==> src/rtl/eip_len_adder_if.sv <==
// Decode-to-agen bundle for the next-EIP generator: decode-side inputs and
// the registered results handed to address generation.
interface eip_len_adder_if;
    logic         en;
    logic [31:0]  de_eip;
    logic [3:0]   de_eip_len;
    logic [2:0]   pfx_sel;
    logic [127:0] de_lower_16bytes;
    logic [31:0]  agen_next_eip;
    logic         agen_next_eip_cout;
    logic [15:0]  agen_ptr_cs;

    modport master (
        output en, de_eip, de_eip_len, pfx_sel, de_lower_16bytes,
        input  agen_next_eip, agen_next_eip_cout, agen_ptr_cs
    );

    modport slave (
        input  en, de_eip, de_eip_len, pfx_sel, de_lower_16bytes,
        output agen_next_eip, agen_next_eip_cout, agen_ptr_cs
    );
endinterface

==> src/rtl/eip_len_adder.sv <==
// Next-EIP generator: sixteen conditional-sum adds of EIP+1..EIP+16 picked by the
// decoded length, plus far-pointer CS extraction by prefix count, registered once.

module cond_sum32 (
    input  logic [31:0] a,
    input  logic [31:0] b,
    input  logic        cin,
    output logic [31:0] s,
    output logic        cout
);
    // Level 0: every 4-bit group precomputes its sum for carry-in 0 and 1.
    logic [31:0] s0_g, s1_g;
    logic [7:0]  c0_g, c1_g;
    // Levels 1..3: blocks of 8, 16 and 32 bits, merged by the lower half's carry.
    logic [31:0] s0_8, s1_8, s0_16, s1_16, s0_32, s1_32;
    logic [3:0]  c0_8, c1_8;
    logic [1:0]  c0_16, c1_16;
    logic        c0_32, c1_32;

    always_comb begin
        s0_g = '0;
        s1_g = '0;
        c0_g = '0;
        c1_g = '0;
        for (int g = 0; g < 8; g++) begin
            {c0_g[g], s0_g[g*4 +: 4]} = {1'b0, a[g*4 +: 4]} + {1'b0, b[g*4 +: 4]};
            {c1_g[g], s1_g[g*4 +: 4]} = {1'b0, a[g*4 +: 4]} + {1'b0, b[g*4 +: 4]} + 5'd1;
        end
    end

    always_comb begin
        s0_8 = '0;
        s1_8 = '0;
        c0_8 = '0;
        c1_8 = '0;
        for (int k = 0; k < 4; k++) begin
            s0_8[k*8 +: 4]     = s0_g[k*8 +: 4];
            s1_8[k*8 +: 4]     = s1_g[k*8 +: 4];
            s0_8[k*8+4 +: 4]   = c0_g[2*k] ? s1_g[k*8+4 +: 4] : s0_g[k*8+4 +: 4];
            s1_8[k*8+4 +: 4]   = c1_g[2*k] ? s1_g[k*8+4 +: 4] : s0_g[k*8+4 +: 4];
            c0_8[k]            = c0_g[2*k] ? c1_g[2*k+1] : c0_g[2*k+1];
            c1_8[k]            = c1_g[2*k] ? c1_g[2*k+1] : c0_g[2*k+1];
        end
    end

    always_comb begin
        s0_16 = '0;
        s1_16 = '0;
        c0_16 = '0;
        c1_16 = '0;
        for (int k = 0; k < 2; k++) begin
            s0_16[k*16 +: 8]   = s0_8[k*16 +: 8];
            s1_16[k*16 +: 8]   = s1_8[k*16 +: 8];
            s0_16[k*16+8 +: 8] = c0_8[2*k] ? s1_8[k*16+8 +: 8] : s0_8[k*16+8 +: 8];
            s1_16[k*16+8 +: 8] = c1_8[2*k] ? s1_8[k*16+8 +: 8] : s0_8[k*16+8 +: 8];
            c0_16[k]           = c0_8[2*k] ? c1_8[2*k+1] : c0_8[2*k+1];
            c1_16[k]           = c1_8[2*k] ? c1_8[2*k+1] : c0_8[2*k+1];
        end
    end

    always_comb begin
        s0_32[15:0]  = s0_16[15:0];
        s1_32[15:0]  = s1_16[15:0];
        s0_32[31:16] = c0_16[0] ? s1_16[31:16] : s0_16[31:16];
        s1_32[31:16] = c1_16[0] ? s1_16[31:16] : s0_16[31:16];
        c0_32        = c0_16[0] ? c1_16[1] : c0_16[1];
        c1_32        = c1_16[0] ? c1_16[1] : c0_16[1];
    end

    assign s    = cin ? s1_32 : s0_32;
    assign cout = cin ? c1_32 : c0_32;
endmodule

module mux32bit_16x1 (
    input  logic [31:0] din [16],
    input  logic [3:0]  sel,
    output logic [31:0] dout
);
    logic [31:0] lvl1 [8];
    logic [31:0] lvl2 [4];
    logic [31:0] lvl3 [2];

    // Binary tree, S0 resolves the first rank.
    always_comb begin
        for (int k = 0; k < 8; k++) lvl1[k] = sel[0] ? din[2*k+1]  : din[2*k];
        for (int k = 0; k < 4; k++) lvl2[k] = sel[1] ? lvl1[2*k+1] : lvl1[2*k];
        for (int k = 0; k < 2; k++) lvl3[k] = sel[2] ? lvl2[2*k+1] : lvl2[2*k];
        dout = sel[3] ? lvl3[1] : lvl3[0];
    end
endmodule

module mux16bit_8x1 (
    input  logic [15:0] din [8],
    input  logic [2:0]  sel,
    output logic [15:0] dout
);
    logic [15:0] lvl1 [4];
    logic [15:0] lvl2 [2];

    always_comb begin
        for (int k = 0; k < 4; k++) lvl1[k] = sel[0] ? din[2*k+1]  : din[2*k];
        for (int k = 0; k < 2; k++) lvl2[k] = sel[1] ? lvl1[2*k+1] : lvl1[2*k];
        dout = sel[2] ? lvl2[1] : lvl2[0];
    end
endmodule

module eip_len_adder (
    input  logic            clk,
    input  logic            rst_n,
    eip_len_adder_if.slave  bus
);
    logic [31:0] nxt_sum [16];
    logic [15:0] nxt_cout;
    logic [31:0] nxt_eip_p0;
    logic        nxt_cout_p0;
    logic [15:0] cs_win [8];
    logic [15:0] ptr_cs_p0;
    logic        win_unused;

    // Every candidate length is summed in parallel so only the select sits
    // behind the length decode on the critical path.
    for (genvar k = 0; k < 16; k++) begin : g_len
        cond_sum32 u_add (
            .a    (bus.de_eip),
            .b    (32'(k + 1)),
            .cin  (1'b0),
            .s    (nxt_sum[k]),
            .cout (nxt_cout[k])
        );
    end

    mux32bit_16x1 u_eip_mux (
        .din  (nxt_sum),
        .sel  (bus.de_eip_len),
        .dout (nxt_eip_p0)
    );

    assign nxt_cout_p0 = nxt_cout[bus.de_eip_len];

    // Selector sits right after the prefixes and the one-byte opcode.
    for (genvar k = 0; k < 8; k++) begin : g_cs
        if (k < 5) begin : g_live
            assign cs_win[k] = bus.de_lower_16bytes[8*k+8 +: 16];
        end else begin : g_tied
            assign cs_win[k] = 16'h0000;
        end
    end

    assign win_unused = ^{bus.de_lower_16bytes[127:56], bus.de_lower_16bytes[7:0]};

    mux16bit_8x1 u_cs_mux (
        .din  (cs_win),
        .sel  (bus.pfx_sel),
        .dout (ptr_cs_p0)
    );

    // Stage boundary: results handed to address generation.
    always_ff @(posedge clk or negedge rst_n) begin
        if (!rst_n) begin
            bus.agen_next_eip      <= 32'h0;
            bus.agen_next_eip_cout <= 1'b0;
            bus.agen_ptr_cs        <= 16'h0;
        end else if (bus.en) begin
            bus.agen_next_eip      <= nxt_eip_p0;
            bus.agen_next_eip_cout <= nxt_cout_p0;
            bus.agen_ptr_cs        <= ptr_cs_p0;
        end
    end
endmodule

==> src/flat_wrapper.sv <==
// flat-port wrapper written by rule: the top's interface ports become plain ports
module eip_len_adder_flat 
  (clk, rst_n, bus_en, bus_de_eip, bus_de_eip_len, bus_pfx_sel, bus_de_lower_16bytes, bus_agen_next_eip, bus_agen_next_eip_cout, bus_agen_ptr_cs);
  eip_len_adder_if bus_i ();
  input  logic clk;
  input  logic rst_n;
  input wire logic [$bits(bus_i.en)-1:0] bus_en;
  input wire logic [$bits(bus_i.de_eip)-1:0] bus_de_eip;
  input wire logic [$bits(bus_i.de_eip_len)-1:0] bus_de_eip_len;
  input wire logic [$bits(bus_i.pfx_sel)-1:0] bus_pfx_sel;
  input wire logic [$bits(bus_i.de_lower_16bytes)-1:0] bus_de_lower_16bytes;
  output wire logic [$bits(bus_i.agen_next_eip)-1:0] bus_agen_next_eip;
  output wire logic [$bits(bus_i.agen_next_eip_cout)-1:0] bus_agen_next_eip_cout;
  output wire logic [$bits(bus_i.agen_ptr_cs)-1:0] bus_agen_ptr_cs;
  assign bus_i.en = bus_en;
  assign bus_i.de_eip = bus_de_eip;
  assign bus_i.de_eip_len = bus_de_eip_len;
  assign bus_i.pfx_sel = bus_pfx_sel;
  assign bus_i.de_lower_16bytes = bus_de_lower_16bytes;
  assign bus_agen_next_eip = bus_i.agen_next_eip;
  assign bus_agen_next_eip_cout = bus_i.agen_next_eip_cout;
  assign bus_agen_ptr_cs = bus_i.agen_ptr_cs;
  eip_len_adder u_core (.clk(clk), .rst_n(rst_n), .bus(bus_i));
endmodule
==> config.mk <==
export PLATFORM = sky130hd
export DESIGN_NAME = eip_len_adder_flat
export DESIGN_NICKNAME = d
export VERILOG_FILES = /design/src/rtl/eip_len_adder_if.sv /design/src/rtl/eip_len_adder.sv /design/src/flat_wrapper.sv
export SDC_FILE = /design/constraint.sdc
export NUM_CORES = 1
export LEC_CHECK = 0
export ABC_AREA = 0
export BUFFER_PORTS_ARGS = -buffer_cell sky130_fd_sc_hd__buf_2
export CAP_MARGIN = 20
export CORE_AREA = 4 4 102 104
export DETAILED_ROUTE_END_ITERATION = 6
export DIE_AREA = 0 0 106 108
export GPL_TIMING_DRIVEN = 1
export PLACE_DENSITY = 0.86
export SLEW_MARGIN = 25
export SYNTH_ARGS = -nofsm -noshare
export SYNTH_HDL_FRONTEND = slang
export SYNTH_SLANG_ARGS = --single-unit
==> constraint.sdc <==
create_clock -name clk -period 1.9 [get_ports clk]
set_input_delay 0.38 -clock clk [delete_from_list [all_inputs] [get_ports clk]]
set_output_delay 0.38 -clock clk [all_outputs]
set_load 0.01 [all_outputs]
==> summary.txt, run 1 <==
Outcome
  • Status: finished with violations
  • Failing checks: negative setup slack

Timing
  • Fin Clk Skew: 0 ns
  • Setup TNS: -5.01 ns
  • Minimum clock period: around 2.3 ns
  • Worst Max-Slew Pin Slew: approximately 0.55 ns
  • RSZ-0062 raised after global routing: true
  • Final max-slew violation count: 0
  • FMAX: 0.444 GHz
  • Worst slew margin: a little under two thirds
  • Final hold violations: 0
  • Setup violators final: 29
  • Final Cycle Share: 118%
  • Setup ws final: -0.351 ns

Min path
  • Hold path startpoint: bus_de_lower_16bytes[52]
  • Min-delay worst type: input port to register

Pwr
  • Max rail drop VDD: ~0.00038 V
  • Leak: around 0.0034 µW
  • Cell Pwr Density: about 430 nW/µm²

Layout
  • Fill cells: ~510
  • Layout cells sized above 1: between 50 and 60%
  • Synth-to-Final Area Change: 65.0%
  • Layout net count: roughly 1100
  • Most common library cell in the layout ignoring fill and taps: buf_4
  • FF+latch area: ~1200 µm²
  • Ant. Diodes: 0
  • Fin util: a little over four fifths
  • Multi-input logic area: about 4200 µm²
  • Commonest non-fill, non-tap cells in the layout: buf_4, buf_2, nor2_1

Setup path
  • Buf/Inv on CP: 5
  • Critical Path AT: roughly 2.4 ns
  • R2R depth: 4
  • CP Depth: 12
  • End point of the critical path: u_core.bus.agen_next_eip[6]$_DFFE_PN0P_
  • Slowest stage cell, crit path: o21ai_4
  • Critical-path cell list: buf_8 > clkinvlp_4 > buf_6 > ha_4 > nor2b_4 > o21ai_4 > buf_6 > buf_6 > nand4_1 > o211a_4 > o2111ai_1 > nand3_1
  • Reg-to-reg startpoint: u_core.bus.agen_next_eip[23]$_DFFE_PN0P_
  • WS Path Type: input port to register
  • Max incr delay on CP: around 0.28 ns
  • Crit-path leading delay family: compound AO/OA/AOI/OAI gates
  • Critical Path Start Type: input port
  • Critical path required time: between 2 and 2.5 ns
  • Crit path top cell by count: buf_6
  • Worst reg2reg endpoint: u_core.bus.agen_next_eip[23]$_DFFE_PN0P_
  • Critical Path End Type: register
  • Flop-to-flop setup slack: ~0.94 ns
  • Worst Setup SP: bus_de_eip[2]
  • Max FO, Critical Path: 4

Clocking
  • Clk slew on worst S/H paths: about 0.11 ns
  • Maximum buffer depth of the clock tree: 2
  • Clk_lat worst skew: roughly 0.32 ns
  • Clock sink count: just under 50
  • CTS root buf: clkbuf_8
  • # H-tree levels: 2
  • CTS tree: done
  • CTS buffer count: 5

Yosys
  • Synth async-reset ratio: between 90% and 100%
  • Post-synthesis sequential area ratio: 25.0%
  • Post-synth EDFFs: 0
  • Xor/xnor cell area share of the yosys netlist: approximately 3.4%
  • Post-Synthesis Cells: roughly 600
  • Main flop type after synthesis: dfrtp_1
  • Synthesized flop and latch total: 49
  • Adder-Cell Fraction of Synth Area: 5.10%
  • YS warnings: 0
  • Yosys cell types: 69
  • Mapped Area: slightly below 5000 µm²
  • Synth area leaders: dfrtp_1, mux4_2, nor2_1, ha_1, a221oi_1
  • Yosys top cell area share: 25.0%
  • Syn avg cell area: around 8.3 µm²
  • Synth Area in Simple Gates: between 20% and 30%
  • Mapped Nets: approximately 780
  • Post-synthesis mux area share: around an eighth
  • Yosys top cell by area: dfrtp_1
  • Largest family of logic cells by synthesized area: compound AO/OA/AOI/OAI gates
  • Compound-cell area share of the yosys netlist: between 20% and 30%

Global routing
  • Vias in the first global route: ~6400
  • Largest net degree at the start of global routing: 63
  • Initial antenna violation count: 0
  • Remaining global-route overflow: 0
  • First-pass GRT wire length: approximately 33000 µm
  • GRT Total Usage: a little over a third

Floorplan
  • Chip height: between 100 and 150 µm
  • I/O pin count: about 220
  • Core area: 9550 µm²
  • Initial core utilization: 51.4%
  • Die footprint: 11400 µm²
  • # rows: 36
  • Die width: roughly 110 µm

Placement
  • Detailed Place HPWL: roughly 16000 µm
  • RePlAce Congestion: ~0.99
  • Port bufs: about 140

Job
  • Max Cap Viol: 0

Route
  • DRC Markers: 0
  • Vias per inst: 6.73
  • Final wirelength: 23100 µm
  • Vias: slightly below 7000
  • Initial drt markers: 782
  • Avg WL per Cell: 23.0 µm
  • Drt first pass iters: 5
  • Routed Antenna Nets: 0
## kinds of logic after synthesis
kind of cell,count (synthesis)
xor gates and xnor gates,19
buffers and inverters,66
muxes,38
and+or+nand+nor,223
DFF,49
adders and majority gates,20
AOI/OAI and AO/OA,173
## synth_stat cells (4+ instances only)
library cell	instances
o221a_2	4
dfrtp_1	49
or3_1	8
xnor2_1	12
ha_1	20
buf_1	7
a31oi_1	14
nor3_1	20
xor2_1	7
a21oi_1	22
mux2_2	5
o211ai_1	7
a221oi_1	22
nand4_1	16
nand3_1	28
inv_1	16
nor2_1	68
a21boi_0	5
nand2_1	31
o31a_1	4
o31ai_1	6
and3_1	11
mux4_2	16
mux2i_1	16
clkbuf_1	36
nand2b_1	5
a211oi_1	11
a2111o_1	4
nor4_1	7
o21ai_0	29
buf_2	6
nor2b_1	6
## per-stage QoR
stage          instances  total power [µW]  area, µm²  worst slack [ns]  hold slack [ns]
2_1_floorplan        588              1910       5250            -0.418           0.0844
3_3_place_gp         966              2520       7080            -0.597            0.344
3_5_place_dp         966              2560       7080            -0.746            0.345
4_1_cts              992              3330       7660            -0.181            0.317
5_1_grt             1006              3650       8100            -0.420            0.343
6_report            1006              3510       8100            -0.351            0.314
## worst register-to-register path: cells and delay by family, from the launching register on
kind	cells	cell delay, ns
AOI/OAI and AO/OA	2	0.27
buffers and inverters	1	0.08
DFF	1	0.40
and+or+nand+nor	1	0.10
## state kept, by name, summed over array words and instances (netlist names)
name and cells:
u_core.bus.agen_next_eip_cout 1, u_core.bus.agen_ptr_cs 16, u_core.bus.agen_next_eip 32
## power by group
| part | internal, µW | total [µW] | switching (µW) |
|---|---|---|---|
| sequential | 1160 | 1240 | 78.4 |
| combinational | 736 | 1570 | 836 |
| clock | 265 | 697 | 432 |
| total | 2170 | 3510 | 1350 |
## how the worst min path moves through the flow
stage	to	slack, ns	cells past startpoint
after floorplan	u_core.bus.agen_next_eip[0]$_DFFE_PN0P_	0.08	0
after global placement	u_core.bus.agen_next_eip[17]$_DFFE_PN0P_	0.34	1
after detailed placement	u_core.bus.agen_next_eip[27]$_DFFE_PN0P_	0.34	1
after CTS	u_core.bus.agen_ptr_cs[12]$_DFFE_PN0P_	0.32	3
after global routing	u_core.bus.agen_ptr_cs[12]$_DFFE_PN0P_	0.34	3
final	u_core.bus.agen_ptr_cs[12]$_DFFE_PN0P_	0.31	3
## layout make-up
class,instances,area share [%]
repair buffers,326,28.9
flip-flops and latches,49,15.1
inverters,17,0.896
multi-input cells,473,51.9
clock buffers,6,0.896
well taps,133,2.06
clock inverters,2,0.170
## layer usage
| metal | up-vias | track usage (%) | part of all wire [%] |
|---|---|---|---|
| met3 | 158 | 5.91 | 11 |
| met2 | 581 | 63.4 | 48 |
| met5 | - | 0 | 0 |
| li1 | 2848 | - | - |
| met1 | 3180 | 45.5 | 35 |
| met4 | 0 | 14.0 | 6.4 |
## repair_timing
item,CTS,global route
setup buffers,17,17
cloned,0,0
hold buffers,1,0
setup endpoints to repair,29,30
hold endpoints to repair,10,0
gates resized for setup,88,66
pin swaps,44,49
(Power assumes the default switching activity.)
==> inputs of run 2 (changes only) <==
Settings changed: CORE_AREA 4 4 102 104 to 4 4 111 113, CTS_CLUSTER_DIAMETER from default to 150, DIE_AREA 0 0 106 108 to 0 0 115 117, PLACE_DENSITY 0.86 to 0.77, SKIP_LAST_GASP from default to 1.
Clock period 1.9 ns to 1.92 ns, I/O delays scaled along.
==> run 2 against run 1 <==
Net effect: final cell count rose by 1.3%; largest cell class unchanged; sequential share of layout area fell by 0.068 points; the run still ends with negative setup slack left; clock power rose by 37%; critical path type unchanged; utilization fell by 13 points; total power rose by 5.1%; final area rose by 0.45%.
==> summary.txt, run 2 (same netlist as run 1, synthesis figures left out) <==
Setup path
  • Crit-path leading delay family: compound AO/OA/AOI/OAI gates
  • Flop-to-flop setup slack: approximately 1 ns
  • Max incr delay on CP: roughly 0.40 ns
  • Critical Path AT: 2.41 ns
  • Critical path required time: about 2.2 ns
  • Worst reg2reg endpoint: u_core.bus.agen_next_eip[23]$_DFFE_PN0P_
  • R2R depth: 4
  • Reg-to-reg startpoint: u_core.bus.agen_next_eip[23]$_DFFE_PN0P_
  • Critical Path Start Type: input port
  • Critical Path End Type: register
  • Slowest stage cell, crit path: a2111o_1
  • Critical-path cell list: buf_8 > clkinvlp_4 > buf_6 > ha_4 > nand2_4 > o31ai_4 > buf_12 > a211oi_4 > buf_4 > o211ai_1 > a2111o_1 > nand3_1
  • WS Path Type: input port to register
  • CP Depth: 12
  • Max FO, Critical Path: 5
  • Buf/Inv on CP: 5

Clocking
  • CTS tree: done
  • Clk slew on worst S/H paths: roughly 0.080 ns
  • CTS buffer count: 5
  • CTS root buf: clkbuf_16
  • Clk_lat worst skew: 0.30 ns
  • Clock sink count: 49
  • Maximum buffer depth of the clock tree: 2
  • Hold Buf Count CTS: 0
  • # H-tree levels: 2

Pwr
  • Net Sw Frac: between 30% and 40%
  • Clock power share: between 20% and 30%
  • NetSw: around 1300 µW
  • Comb power frac: about two fifths
  • Max rail drop VDD: ~0.0004 V
  • Internal power: around 2400 µW
  • Reg power frac: between 30% and 40%
  • Cell Pwr Density: ~450 nW/µm²
  • Leak: ~0.0035 µW
  • Overall Power: ~3700 µW

Layout
  • Multi-input logic area: ~4200 µm²
  • Layout cells sized above 1: between 50% and 60%
  • Biggest register: u_core.bus.agen_next_eip
  • Layout net count: about 1100
  • Fill cells: between 800 and 900
  • Synth-to-Final Area Change: 65.7%
  • Most common library cell in the layout ignoring fill and taps: buf_4
  • FF+latch area: approximately 1200 µm²
  • Ant. Diodes: 0
  • Post-route cell area: 8130 µm²
  • Top flop regs: u_core.bus.agen_next_eip (32), u_core.bus.agen_ptr_cs (16), u_core.bus.agen_next_eip_cout (1)
  • Fin util: 71.8%
  • Non-Filler Instances: 1019
  • Commonest non-fill, non-tap cells in the layout: buf_4, buf_2, nor2_1
  • Max reg flops: 32

Floorplan
  • # rows: 39
  • Core area: 11300 µm²
  • Initial core utilization: 43.3%
  • Die footprint: ~13000 µm²
  • Chip height: between 100 and 150 µm
  • I/O pin count: 219
  • Die width: between 100 and 150 µm

Outcome
  • Failing checks: negative setup slack
  • Status: finished with violations

Route
  • Final wirelength: ~21000 µm
  • Initial drt markers: just over 700
  • Vias per inst: approximately 6.2
  • Drt first pass iters: 5
  • DRC Markers: 0
  • Routed Antenna Nets: 0
  • Vias: 6331
  • Avg WL per Cell: approximately 21 µm

Placement
  • RePlAce Congestion: around 0.95
  • Placed cell area: slightly above 7000 µm²
  • Port bufs: around 140
  • Detailed Place HPWL: ~15000 µm
  • Pre-CTS setup slack: -0.630 ns
  • Post-Place Cells: 976

Global routing
  • Largest net degree at the start of global routing: between 60 and 70
  • GRT Total Usage: 29.8%
  • Initial antenna violation count: 0
  • First-pass GRT wire length: 32200 µm
  • Vias in the first global route: between 6000 and 7000
  • Remaining global-route overflow: 0

Timing
  • FMAX: about 0.46 GHz
  • RSZ-0062 raised after global routing: true
  • Final hold violations: 0
  • Setup violators final: 29
  • Worst Max-Slew Pin Slew: between 0.8 and 0.9 ns
  • Final Cycle Share: 113%
  • Final max-slew violation count: 0
  • Worst slew margin: between 40% and 50%
  • Setup ws final: -0.254 ns
  • Minimum clock period: 2.17 ns
  • Fin Clk Skew: 0 ns

Job
  • Max Cap Viol: 0

Min path
  • Min-delay worst type: input port to async pin
-- run 2: power by group through the flow --
stage / registers (µW) / logic [µW] / clock network (µW)
after floorplan: 1290 / 600 / 0
after global placement: 1240 / 1270 / 0
after detailed placement: 1250 / 1300 / 0
after CTS: 1230 / 1410 / 959
after global routing: 1240 / 1620 / 998
final: 1230 / 1500 / 957
-- run 2: per-stage QoR --
| stage | hold WS [ns] | TNS [ns] |
|---|---|---|
| after global placement | 0.380 | -13.28 |
| after CTS | 0.0627 | -3.34 |
| after floorplan | 0.0884 | -5.82 |
| after detailed placement | 0.386 | -14.97 |
| after global routing | 0.0954 | -6.25 |
| final | 0.0520 | -4.31 |
-- run 2: how the worst max path moves through the flow --
stage,slack [ns],start,to
after floorplan,-0.40,bus_de_eip[2],u_core.bus.agen_next_eip[12]$_DFFE_PN0P_
after global placement,-0.53,bus_de_eip[12],u_core.bus.agen_next_eip[19]$_DFFE_PN0P_
after detailed placement,-0.63,bus_de_eip[2],u_core.bus.agen_next_eip[31]$_DFFE_PN0P_
after CTS,-0.27,bus_de_eip[2],u_core.bus.agen_next_eip[31]$_DFFE_PN0P_
after global routing,-0.33,bus_de_eip[2],u_core.bus.agen_next_eip[12]$_DFFE_PN0P_
final,-0.25,bus_de_eip[2],u_core.bus.agen_next_eip[11]$_DFFE_PN0P_
-- run 2: layout make-up --
type                    count  share of cell area [%]
repair buffers            329                    28.5
flip-flops and latches     49                    15.1
well taps                 143                    2.20
multi-input cells         473                    51.5
inverters                  17                   0.862
clock buffers               5                    1.54
clock inverters             3                   0.323
-- run 2: metal layers --
layer	track usage [%]	vias up	share of wire [%]
li1	-	2855	-
met1	36.5	3089	39
met2	52.0	328	50
met3	4.68	59	7.7
met4	12.7	0	3.4
met5	0	-	0
-- run 2: timing repair --
action | 4_1_cts | 5_1_grt
setup endpoints to repair | 29 | 30
gates resized for setup | 90 | 49
gates cloned | 0 | 0
pin swaps | 57 | 47
setup buffers | 27 | 13
